$ cat src/rtl/rtc_bus_pkg.sv
// rtl/rtc_bus_pkg.sv - shared definitions for the RTC multiplexed-bus initiators
//
// Purpose:
//   Contains the reader FSM state encoding.
//   Contains the RTC register map constants.
//   Contains the inactive levels of the RTC control pins.
//   Contains a BCD validity helper.
// Ports: none (package).
package rtc_bus_pkg;

  typedef enum logic [3:0] {
    ST_IDLE,
    ST_A_SETUP,
    ST_A_STROBE,
    ST_A_HOLD,
    ST_TURN,
    ST_D_SETUP,
    ST_D_STROBE,
    ST_D_HOLD,
    ST_DONE
  } rd_state_t;

  // RTC register map
  localparam logic [7:0] RTC_ADDR_SECONDS = 8'h00;
  localparam logic [7:0] RTC_ADDR_MINUTES = 8'h02;
  localparam logic [7:0] RTC_ADDR_HOURS   = 8'h04;
  localparam logic [7:0] RTC_ADDR_DATE    = 8'h07;
  localparam logic [7:0] RTC_ADDR_MONTH   = 8'h08;
  localparam logic [7:0] RTC_ADDR_YEAR    = 8'h09;
  localparam logic [7:0] RTC_CMD_TRANSFER = 8'hF0;

  // Idle levels of the active-low control pins
  localparam logic RTC_CS_N_INACTIVE = 1'b1;
  localparam logic RTC_WR_N_INACTIVE = 1'b1;
  localparam logic RTC_RD_N_INACTIVE = 1'b1;

  // True when both nibbles are valid decimal digits
  function automatic logic is_bcd(input logic [7:0] v);
    return (v[7:4] <= 4'd9) && (v[3:0] <= 4'd9);
  endfunction

endpackage

$ cat src/rtl/rtc_phase_timer.sv
// rtl/rtc_phase_timer.sv - loadable down-counter that times bus phases
//
// Purpose:
//   Counts down from a loaded value.
//   Stops at zero.
//   A state that loads N-1 on entry therefore lasts N cycles.
//   The state leaves on the cycle where o_zero is high.
// Ports:
//   clk        system clock
//   reset      synchronous active-high reset
//   i_load     load i_load_val on this edge
//   i_load_val value to load
//   o_zero     counter is at zero
module rtc_phase_timer #(
  parameter int W = 3
) (
  input  logic         clk,
  input  logic         reset,
  input  logic         i_load,
  input  logic [W-1:0] i_load_val,
  output logic         o_zero
);

  logic [W-1:0] r_count;

  always_ff @(posedge clk) begin
    if (reset) begin
      r_count <= '0;
    end else if (i_load) begin
      r_count <= i_load_val;
    end else if (r_count != '0) begin
      r_count <= r_count - 1'b1;
    end
  end

  assign o_zero = (r_count == '0);

endmodule

$ cat src/rtl/rtc_reg_reader.sv
// rtl/rtc_reg_reader.sv - reads one register from the multiplexed-bus RTC
//
// Purpose:
//   Runs an address phase with the wr_n latch strobe.
//   Turns the bus around for one cycle.
//   Runs a data phase with the rd_n strobe.
//   Samples bus_in, then returns the byte with a one-cycle done pulse.
//   All outputs are registered.
//   Each output is loaded from the state the FSM is entering, so the pins
//   always match the current state.
// Ports:
//   clk, reset      clock, synchronous active-high reset
//   enable          low aborts like reset, but keeps data_out/bcd_ok
//   start, addr     read request and register address (sampled in IDLE)
//   bus_in          AD bus input side
//   bus_out, bus_oe AD bus output side and its pad enable
//   rtc_cs_n, rtc_ad, rtc_wr_n, rtc_rd_n   RTC control pins
//   data_out, done, busy, bcd_ok           result interface
module rtc_reg_reader
  import rtc_bus_pkg::*;
#(
  parameter int T_SETUP  = 2,
  parameter int T_STROBE = 4,
  parameter int T_HOLD   = 2
) (
  input  logic       clk,
  input  logic       reset,
  input  logic       enable,
  input  logic       start,
  input  logic [7:0] addr,
  input  logic [7:0] bus_in,
  output logic [7:0] bus_out,
  output logic       bus_oe,
  output logic       rtc_cs_n,
  output logic       rtc_ad,
  output logic       rtc_wr_n,
  output logic       rtc_rd_n,
  output logic [7:0] data_out,
  output logic       done,
  output logic       busy,
  output logic       bcd_ok
);

  localparam int T_MAX = (T_SETUP > T_STROBE) ?
                         ((T_SETUP > T_HOLD) ? T_SETUP : T_HOLD) :
                         ((T_STROBE > T_HOLD) ? T_STROBE : T_HOLD);
  localparam int TW = $clog2(T_MAX) + 1;

  localparam logic [TW-1:0] LD_SETUP  = TW'(T_SETUP - 1);
  localparam logic [TW-1:0] LD_STROBE = TW'(T_STROBE - 1);
  localparam logic [TW-1:0] LD_HOLD   = TW'(T_HOLD - 1);

  rd_state_t r_state;
  rd_state_t w_next_state;

  logic [7:0]    r_addr;
  logic [7:0]    r_capture;
  logic          w_tmr_load;
  logic [TW-1:0] w_tmr_load_val;
  logic          w_tmr_zero;
  logic          w_next_addr_ph;
  logic          w_next_data_ph;
  logic          w_next_cs;
  logic [7:0]    w_addr_sel;

  rtc_phase_timer #(.W(TW)) u_timer (
    .clk        (clk),
    .reset      (reset),
    .i_load     (w_tmr_load),
    .i_load_val (w_tmr_load_val),
    .o_zero     (w_tmr_zero)
  );

  always_ff @(posedge clk) begin
    if (reset) begin
      r_state <= ST_IDLE;
    end else begin
      r_state <= w_next_state;
    end
  end

  always_comb begin
    w_next_state = r_state;
    if (!enable) begin
      w_next_state = ST_IDLE;
    end else begin
      case (r_state)
        ST_IDLE:     if (start)      w_next_state = ST_A_SETUP;
        ST_A_SETUP:  if (w_tmr_zero) w_next_state = ST_A_STROBE;
        ST_A_STROBE: if (w_tmr_zero) w_next_state = ST_A_HOLD;
        ST_A_HOLD:   if (w_tmr_zero) w_next_state = ST_TURN;
        ST_TURN:                     w_next_state = ST_D_SETUP;
        ST_D_SETUP:  if (w_tmr_zero) w_next_state = ST_D_STROBE;
        ST_D_STROBE: if (w_tmr_zero) w_next_state = ST_D_HOLD;
        ST_D_HOLD:   if (w_tmr_zero) w_next_state = ST_DONE;
        ST_DONE:                     w_next_state = ST_IDLE;
        default:                     w_next_state = ST_IDLE;
      endcase
    end
  end

  // Reload the timer on every state change with the duration of the new state.
  always_comb begin
    w_tmr_load     = (w_next_state != r_state);
    w_tmr_load_val = '0;
    case (w_next_state)
      ST_A_SETUP, ST_D_SETUP:   w_tmr_load_val = LD_SETUP;
      ST_A_STROBE, ST_D_STROBE: w_tmr_load_val = LD_STROBE;
      ST_A_HOLD, ST_D_HOLD:     w_tmr_load_val = LD_HOLD;
      default:                  w_tmr_load_val = '0;
    endcase
  end

  assign w_next_addr_ph = (w_next_state == ST_A_SETUP) || (w_next_state == ST_A_STROBE) ||
                          (w_next_state == ST_A_HOLD);
  assign w_next_data_ph = (w_next_state == ST_D_SETUP) || (w_next_state == ST_D_STROBE) ||
                          (w_next_state == ST_D_HOLD);
  assign w_next_cs      = w_next_addr_ph || w_next_data_ph || (w_next_state == ST_TURN);
  // On the accepting edge r_addr is not loaded yet, so drive the pin from addr directly.
  assign w_addr_sel     = (r_state == ST_IDLE) ? addr : r_addr;

  always_ff @(posedge clk) begin
    if (reset) begin
      r_addr    <= '0;
      r_capture <= '0;
      bus_out   <= '0;
      bus_oe    <= 1'b0;
      rtc_cs_n  <= RTC_CS_N_INACTIVE;
      rtc_ad    <= 1'b0;
      rtc_wr_n  <= RTC_WR_N_INACTIVE;
      rtc_rd_n  <= RTC_RD_N_INACTIVE;
      data_out  <= '0;
      done      <= 1'b0;
      busy      <= 1'b0;
      bcd_ok    <= 1'b0;
    end else begin
      if (enable && (r_state == ST_IDLE) && start) begin
        r_addr <= addr;
      end
      // Sample on the edge that ends the last strobe cycle, while rd_n is still low.
      if (enable && (r_state == ST_D_STROBE) && w_tmr_zero) begin
        r_capture <= bus_in;
      end
      bus_out  <= w_next_addr_ph ? w_addr_sel : 8'h00;
      bus_oe   <= w_next_addr_ph;
      rtc_cs_n <= w_next_cs ? 1'b0 : RTC_CS_N_INACTIVE;
      rtc_ad   <= w_next_data_ph;
      rtc_wr_n <= (w_next_state == ST_A_STROBE) ? 1'b0 : RTC_WR_N_INACTIVE;
      rtc_rd_n <= (w_next_state == ST_D_STROBE) ? 1'b0 : RTC_RD_N_INACTIVE;
      done     <= (w_next_state == ST_DONE);
      busy     <= (w_next_state != ST_IDLE);
      if (w_next_state == ST_DONE) begin
        data_out <= r_capture;
        bcd_ok   <= is_bcd(r_capture);
      end
    end
  end

endmodule

$ cat config.mk
export PLATFORM = sky130hd
export DESIGN_NAME = rtc_reg_reader
export DESIGN_NICKNAME = d
export VERILOG_FILES = /design/src/rtl/rtc_bus_pkg.sv /design/src/rtl/rtc_phase_timer.sv /design/src/rtl/rtc_reg_reader.sv
export SDC_FILE = /design/constraint.sdc
export NUM_CORES = 1
export LEC_CHECK = 0
export ABC_AREA = 0
export ABC_CLOCK_PERIOD_IN_PS = 1700
export BUFFER_PORTS_ARGS = -buffer_cell sky130_fd_sc_hd__buf_2
export CAP_MARGIN = 20
export CORE_MARGIN = 1
export CORE_UTILIZATION = 47
export CTS_CLUSTER_DIAMETER = 60
export DETAILED_ROUTE_END_ITERATION = 8
export MAX_ROUTING_LAYER = met4
export PLACE_DENSITY = 0.81
export SYNTH_ARGS = -nofsm -noshare
export SYNTH_HDL_FRONTEND = slang
export SYNTH_HIERARCHICAL = 1
export SYNTH_SLANG_ARGS = --single-unit
$ cat constraint.sdc
create_clock -name clk -period 1.7 [get_ports clk]
set_clock_uncertainty 0.05 [all_clocks]
set_input_delay 0.085 -clock clk [delete_from_list [all_inputs] [get_ports clk]]
set_output_delay 0.085 -clock clk [all_outputs]
set_load 0.05 [all_outputs]
==> metrics.md <==
| Metric | Value |
|---|---|
| Async SR Flop Fraction | `0` |
| Sequential cell area | `~940 um2` |
| Dominant cell type by area after synthesis | `dfxtp_1` |
| CP startpoint kind | `flop` |
| Final setup margin | `between 20 and 25 ps` |
| Most common cell in the netlist | `dfxtp_1` |
| Area of the multi-input gates | `roughly 950 um2` |
| Inserted Diodes | `0` |
| Largest net degree at the start of global routing | `28` |
| Clock Sink Count | `between 40 and 50` |
| Worst Setup EP | `r_capture[7]$_SDFFE_PP0P_` |
| Post-route minimum period | `~1700 ps` |
| Fin. max-slew vios | `0` |
| Total power | `2.30 mW` |
| Clock Tree Buf Depth | `2` |
| Routed Antenna Nets | `0` |
| Ys Warns | `6` |
| Synth cell types | `38` |
| Critical path class | `reg2reg` |
| Syn Area/Cell | `9.89 um2` |
| Vias in the first global route | `1495` |
| Setup TNS | `0 ps` |
| CTS tree | `built` |
| Hold Fails Final Rpt | `1` |
| Final Util | `0.679` |
| Reg2reg setup slack | `20 ps` |
| Via density | `roughly 5` |
| Crit path DAT | `between 1500 and 2000 ps` |
| Worst flop-to-flop path startpoint | `u_timer/r_count[1]$_SDFFE_PP0P_` |
| Hold_ws | `-9.71 ps` |
| Unrepaired setup endpoints after global routing | `yes` |
| Leak | `about 1.2 nW` |
| Status | `complete, but fails checks` |
| Post-synthesis cell count | `roughly 190` |
| Layout Nets | `about 290` |
| Worst VDD drop | `~0.00069 V` |
| Row count | `22` |
| Worst Path Required | `about 1900 ps` |
| Setup crit end kind | `flop` |
| Htree depth | `2` |
| Detailed Place HPWL | `about 2.7 mm` |
| Setup WS pre-CTS | `-87.1 ps` |
| Post-synth EDFFs | `0` |
| Fill count | `~310` |
| Wire length per cell | `~12 um` |
| TritonCTS buffer count | `5` |
| Area post-placement | `0.00233 mm2` |
| Reg-to-reg endpoint | `r_capture[7]$_SDFFE_PP0P_` |
| Number of port buffers | `43` |
| Path depth of the worst reg2reg path | `9` |
| Drt total wl | `slightly below 4 mm` |
| Post-Layout Cell Count | `315` |
| Most frequent cells after synthesis | `dfxtp_1 (47), nor2_1 (39), mux2i_1 (32), inv_1 (7), nor2b_1 (7)` |
| All-Layer GR Usage | `0.208` |
| Synthesized flop and latch total | `47` |
| Maximum capacitance violations | `0` |
| Area Overhead vs Synth | `34.4%` |
| # setup viols final | `0` |
| Die Y | `65.9 um` |
| Initial Util | `0.505` |
| Die X | `between 60 and 70 um` |
| Fin area | `roughly 0.0026 mm2` |
| Final worst-path cycle share | `0.987` |
| P per Cell Area | `~900 mW/mm2` |
| Clk_lat worst skew | `roughly 310 ps` |
| Main synth FF type | `dfxtp_1` |
| DRC viols | `0` |
| Share of layout cells above drive strength 1 | `0.326` |
| Crit path launch | `u_timer/r_count[1]$_SDFFE_PP0P_` |
| Die area | `0.00434 mm2` |
| Min-delay worst type | `in2reg` |
| Grt total ovfl | `0` |
| Ranking of synthesized cells by area | `dfxtp_1 (49%), mux2i_1 (17%), nor2_1 (7.6%)` |
| Routed via count | `between 1500 and 2000` |
| CTS root buf | `clkbuf_8` |
| Post-Place Cells | `292` |
| Slew @ Worst Pin | `487 ps` |
| Ports | `between 40 and 50` |
| Routability Congestion | `0.879` |
| Syn nets | `between 200 and 250` |
| Register area share after synthesis | `0.491` |
| Netlist Area Pre-Place | `about 0.0019 mm2` |
| Initial DRC Count | `80` |
| Synth top area share | `0.491` |
| Drt pass-1 iters | `4` |
| Failing checks | `hold timing` |
| Clk slew on worst S/H paths | `around 90 ps` |
| Worst relative slew slack | `0.672` |
| Max Clk Rate | `~600 MHz` |
| Core area | `roughly 0.0038 mm2` |
| Global-route wire length before repair | `6.48 mm` |
| Max FO, Critical Path | `8` |
| Initial antenna violation count | `0` |
[worst max-delay path: stages, from the launching register on]
cell and delay (ps):
dfxtp_2 330, inv_2 70, ha_4 150, nand2b_4 60, inv_4 80, and4b_1 210, nor3b_2 190, buf_6 180
mux2i_1 210, nor2_1 60
[sequential cells by signal (all words and copies together), names as in the netlist]
register	cells
r_capture	8
r_state	4
rtc_ad	1
busy	1
r_addr	8
done	1
bus_out	8
u_timer/r_count	3
data_out	8
rtc_cs_n	1
bcd_ok	1
bus_oe	1
rtc_wr_n	1
rtc_rd_n	1
[cell usage in the layout, fill, tap and decap left out, drive strengths merged, types with 2 or more instances in the layout]
| cell type | n |
|---|---|
| nor2 | 39 |
| a2111oi | 3 |
| nor3b | 3 |
| o21ai | 6 |
| ha | 2 |
| and3 | 2 |
| inv | 8 |
| mux2i | 32 |
| buf | 61 |
| nand3 | 3 |
| dfxtp | 47 |
| nand2 | 6 |
| nand2b | 3 |
| nor4b | 3 |
| nor2b | 7 |
| clkbuf | 6 |
| a21oi | 3 |
| nor4 | 2 |
| dlygate4sd3 | 15 |
[repair_timing]
item | 4_1_cts | 5_1_grt
endpoints found under the hold margin | 21 | 0
setup buffers | 0 | 0
gates resized for setup | 3 | 1
endpoints found under the setup margin | 17 | 15
cloned | 0 | 0
hold buffers | 15 | 0
[worst min path at each step]
stage | startpoint | end | slack [ps] | cells past startpoint
floorplan | reset | u_timer/r_count[2]$_SDFFE_PP0P_ | 100 | 1
global placement | bus_in[6] | r_capture[6]$_SDFFE_PP0P_ | 270 | 3
detailed placement | bus_in[1] | r_capture[1]$_SDFFE_PP0P_ | 280 | 3
CTS | reset | r_addr[3]$_SDFFE_PP0P_ | 1 | 2
global route | reset | r_addr[3]$_SDFFE_PP0P_ | 3 | 2
finish | bus_in[7] | r_capture[7]$_SDFFE_PP0P_ | -10 | 3
[cell type report]
type	instances	area share
Multi-Input combinational cell	129	0.370
Sequential cell	47	0.366
Timing Repair Buffer	76	0.196
Clock buffer	6	0.0281
Tap cell	48	0.0233
Inverter	7	0.0112
Clock inverter	2	0.00631
[where the power goes]
group / switching [mW] / internal, mW / leakage [nW]
logic: 0.225 / 0.223 / 0.736
clock network: 0.392 / 0.296 / 0.0418
registers: 0.0193 / 1.14 / 0.382
[kinds of logic after synthesis]
| family | count (synthesis) | share of synthesized area |
|---|---|---|
| DFF | 47 | 0.491 |
| and+or+nand+nor | 77 | 0.215 |
| other | 1 | 0.00196 |
| muxes | 32 | 0.167 |
| AOI/OAI and AO/OA | 15 | 0.0541 |
| adders and majority gates | 3 | 0.0183 |
| buffers and inverters | 18 | 0.0489 |
| xor gates and xnor gates | 1 | 0.00457 |
[metal layers]
metal  vias to the layer above  part of all wire  GRT usage
li1                        796                 -          -
met1                       712              0.45      0.240
met2                        31              0.49      0.342
met3                         8             0.035     0.0362
met4                         0             0.021      0.111
met5                         -                 0          -
Note: power is estimated with default switching activity, not from simulation.
